--- src/rtl/instr_fetch_seq.sv ---
// instr_fetch_seq: fetches a 16-bit instruction as two byte reads at PC, PC+1 via the address register file
module instr_fetch_seq (
  input  logic        clk,
  input  logic        rst,
  input  logic        start,
  input  logic        ir_ready,
  input  logic        mem_wait,
  input  logic [7:0]  mem_data,
  output logic [1:0]  arf_outb_sel,
  output logic [1:0]  arf_funsel,
  output logic [3:0]  arf_rsel,
  output logic        mem_rd,
  output logic [15:0] ir,
  output logic        ir_valid,
  output logic        busy
);
  typedef enum logic [2:0] {IDLE, ADDR_LO, READ_LO, ADDR_HI, READ_HI, DONE} state_t;
  state_t state, nxt;
  logic inc;
  always_ff @(posedge clk or posedge rst) begin
    if (rst) begin
      state <= IDLE;
      ir    <= '0;
    end else begin
      state <= nxt;
      if (state == READ_LO && !mem_wait) ir[7:0]  <= mem_data;
      if (state == READ_HI && !mem_wait) ir[15:8] <= mem_data;
    end
  end
  always_comb begin
    nxt = state;
    case (state)
      IDLE:    nxt = start ? ADDR_LO : IDLE;
      ADDR_LO: nxt = READ_LO;
      READ_LO: nxt = mem_wait ? READ_LO : ADDR_HI;
      ADDR_HI: nxt = READ_HI;
      READ_HI: nxt = mem_wait ? READ_HI : DONE;
      DONE:    nxt = ir_ready ? IDLE : DONE;
      default: nxt = IDLE;
    endcase
    mem_rd       = state == READ_LO || state == READ_HI;
    inc          = mem_rd && !mem_wait;
    arf_rsel     = inc ? 4'b1000 : 4'b0000;
    arf_funsel   = inc ? 2'b10 : 2'b01;
    arf_outb_sel = 2'b11;
    busy         = state != IDLE;
    ir_valid     = state == DONE;
  end
endmodule

--- config.mk ---
export PLATFORM = sky130hd
export DESIGN_NAME = instr_fetch_seq
export DESIGN_NICKNAME = d
export VERILOG_FILES = /design/src/rtl/instr_fetch_seq.sv
export SDC_FILE = /design/constraint.sdc
export NUM_CORES = 1
export LEC_CHECK = 0
export CORE_ASPECT_RATIO = 0.75
export CORE_MARGIN = 8
export CORE_UTILIZATION = 43
export DETAILED_ROUTE_END_ITERATION = 8
export PLACE_DENSITY = 0.82
export SETUP_SLACK_MARGIN = 0.02
export SYNTH_ARGS = -nofsm -noshare
export SYNTH_HDL_FRONTEND = slang
export SYNTH_SLANG_ARGS = --single-unit
--- constraint.sdc ---
create_clock -name clk -period 4.6 [get_ports clk]
set_clock_uncertainty 0.05 [all_clocks]
set_input_delay 0.92 -clock clk [delete_from_list [all_inputs] [get_ports clk]]
set_output_delay 0.92 -clock clk [all_outputs]
set_load 0.05 [all_outputs]
Word-level counts from Yosys, hierarchy flattened
Index checks and enable logic that the tools add are counted.

word-level totals
  register bits after elaboration = 19
  input port bits = 13
  output and inout port bits = 27

operators by class
  equality and inequality tests = 5
  mux-type cells = 7
  reductions and logical operators = 7

operator list
  operator                                              count
  one-hot mux 3 bit (6 select lines)                    1
  equality test 3 x 2 -> 1 bit (second input constant)  2
  equality test 3 bit (second input constant)           2
  two-way mux 4 bit                                     1
  equality test 3 x 1 -> 1 bit (second input constant)  1
  logical AND 1 bit                                     3
  zero test 3 bit                                       1
  two-way mux 1 bit                                     3
  two-way mux 3 bit                                     1
  nonzero test 3 bit                                    1
  two-way mux 2 bit                                     1
  zero test 1 bit                                       1
  logical OR 1 bit                                      1

Depth between registers and ports, before layout
  word-level depth = 4
  gate-level depth with buffers = 5

Worst setup path before layout
OpenSTA, ideal clock, no wires.

  path kind = input -> output
  from = input port mem_wait
  to = output port arf_funsel[1]
  arrival = 1.838 ns
  setup slack = 1.792 ns
  stages = 3
  cells stage by stage = or3_1 > inv_1 > buf_4

on the way
  longest elaborated chain between the ends = 3

RTL lines
  element            line  source
  from (decl)        7     input logic mem_wait,
  zero test 1 bit    42    inc = mem_rd && !mem_wait;
  logical AND 1 bit  42
  via inc            19    logic inc;
  two-way mux 2 bit  44    arf_funsel = inc ? 2'b10 : 2'b01;
  to (decl)          10    output logic [1:0] arf_funsel,

The timed path passes the listed nets, and every way through them passes these cells.

Final worst setup path
  from = input port mem_wait
  to = output port arf_rsel[3]

on the way
  longest elaborated chain between the ends = 3

RTL lines
  element            line  source
  zero test 1 bit    42
  logical AND 1 bit  42
  two-way mux 4 bit  43    arf_rsel = inc ? 4'b1000 : 4'b0000;
  to (decl)          11    output logic [3:0] arf_rsel,

No other way between the ends.

==> qor.yml <==
grt_overflow: 0
grt_use_total_pct: 12.71
core_area_mm2: 0.001979
synth_seq_area_share_pct: 53.07
numCtsBuffers: 3
seq_area_um2: 475.5
via_per_inst: 4.967
tns_ps: 0
drt_iter0_drc: 30
hold_depth: 1
rows: 14
yosysWarnings: 0
yosys.area.top_type: "dfrtp_1"
fin_nets: 113
cts_tree: "built"
ctsHtreeMaxLevel: 1
dieArea_mm2: 0.003815
synth.distinct_cells: 20
clk_path_buf_depth: 2
nFillCells: 175
hold_slack_ps: 463.2
port_buffers: 34
routabilityCongestion: 0.7661
worst_pin_slew_ps: 732.6
multi_input_area_um2: 344.1
drtPass1Iterations: 2
hp-class: "reg2reg"
die_w_um: 68.71
path_max_fanout: 4
vias: 611
initial_core_util_pct: 45.26
die_y_um: 55.53
totalWireLength_mm: 2.162
synth.top_cell.area_share_pct: 53.07
start_kind: "primary input"
cts_root_buffer: "clkbuf_4"
io_pins: 40
antenna_found_initial: 0
clock_latency_ps: 300
worstSetupPathType: "in2out"
critPathRequiredTime_ps: 3630
syn_to_final_growth_pct: 37.01
placed_cell_area_mm2: 0.001201
drc: 0
rsz0062_at_grt: "no"
rr_worst_depth: 2
cts_sinks: 19
synth_area_leaders: "dfrtp_1, mux2_2, buf_4"
cts_resized: 0
finalHoldViolations: 0
crit_arrival_ps: 2770
synth_area_per_cell_um2: 13.17
wire_per_inst_um: 17.58
synth_area_um2: 895.9
setup_violations: 0
run_status: "completed"
antennaDiodeCount: 0
max-cap-violations: 0
maxSlewHeadroom_pct: 51.10
post_cts_buffers: 0
clk_transition_reported_paths_ps: 100
design_area_mm2: 0.001227
ys_seq_elements: 19
grt_max_degree: 20
fmax_ghz: 0.2677
period_minus_slack_ps: 3735
max_stage_delay_ps: 800
slew_violations: 0
grt_pass1_vias: 733
path_cells: "clkdlybuf4s50_1, or3_1, inv_1, clkdlybuf4s50_1"
ant_nets: 0
ctsHoldBuffers: 0
slowest_stage: "clkdlybuf4s50_1"
fin_crit_sh_pct: 81.20
grt_pass1_wl_mm: 3.643
setup.worst_path.end_class: "primary output"
drive_gt1_share_pct: 23.23
hpwl_mm: 1.660
crit_top_cell: "clkdlybuf4s50_1"
syn_inst: 68
cell usage in the layout, fill, tap and decap left out:
master	netlist	final
and2_1	1	1
mux2_2	16	16
nor2b_4	1	1
nor2_1	3	3
o31ai_1	1	1
or3_1	1	1
conb_1	2	5
dfrtp_1	19	19
nor4b_4	1	1
a31oi_1	1	1
or3_2	1	1
inv_1	3	3
xnor2_1	2	2
nor3b_4	1	1
clkdlybuf4s50_1	0	34
clkbuf_1	0	1
o21ai_0	1	1
mux2i_1	1	1
clkbuf_4	0	3
nand2_1	3	3
logic make-up (layout without fill, tap and decap cells):
group / Yosys count / after routing / share of synthesized area, %
buffers and inverters: 13 / 41 / 9.776
muxes: 17 / 17 / 21.23
and+or+nand+nor: 12 / 12 / 11.03
AOI/OAI and AO/OA: 3 / 3 / 2.095
other: 2 / 5 / 0.8383
DFF: 19 / 19 / 53.07
xor gates and xnor gates: 2 / 2 / 1.956
area by class of cell:
type	count	area share, %
flip-flops and latches	19	38.74
multi-input cells	39	28.03
repair buffers	34	27.73
well taps	24	2.446
clock buffers	4	2.141
inverters	3	0.9174
worst max-delay path: cells and delay by family:
| family | cells | cell delay [ps] |
|---|---|---|
| AND/OR/NAND/NOR | 1 | 420 |
| buffers and inverters | 3 | 1420 |
cells in the mapped netlist, drive strengths merged:
library cell / n
dfrtp: 19
conb: 2
or3: 2
mux2i: 1
nor3b: 1
nor4b: 1
mux2: 16
nor2: 3
a31oi: 1
buf: 10
and2: 1
o31ai: 1
nor2b: 1
xnor2: 2
o21ai: 1
nand2: 3
inv: 3
metal layers:
metal  GRT usage (%)  up-vias  wire length [um]
li1                -      275                 -
met1           13.40      306               841
met2           20.66       26              1043
met3           7.646        4               249
met4           3.429        0                28
met5               0        -                 0
state kept, by name, summed over array words and instances, names as in the netlist:
register  flops
ir           16
state         3
stage by stage:
stage | setup slack (ps) | utilization (%) | std cells
6_report | 864.7 | 62.01 | 123
5_1_grt | 807.0 | 62.01 | 123
4_1_cts | 864.7 | 62.01 | 123
3_5_place_dp | 869.5 | 60.68 | 119
3_3_place_gp | 917.0 | 60.68 | 119
2_1_floorplan | 1792 | - | 71
worst paths after layout:
path | from | to | slack (ps)
setup reg to reg | state[0] | ir[2] | 2760
hold reg to reg | ir[10] | ir[10] | 460
hold / removal | ir[10] | ir[10] | 460
min in group asynchronous | rst | ir[14] | 990
max in group asynchronous | rst | ir[9] | 3050
setup / recovery | mem_wait | arf_rsel[3] | 860
Power is left out: the tool's default activity adds up to more than one toggle a clock period on the data nets, which glitch-free logic cannot reach.
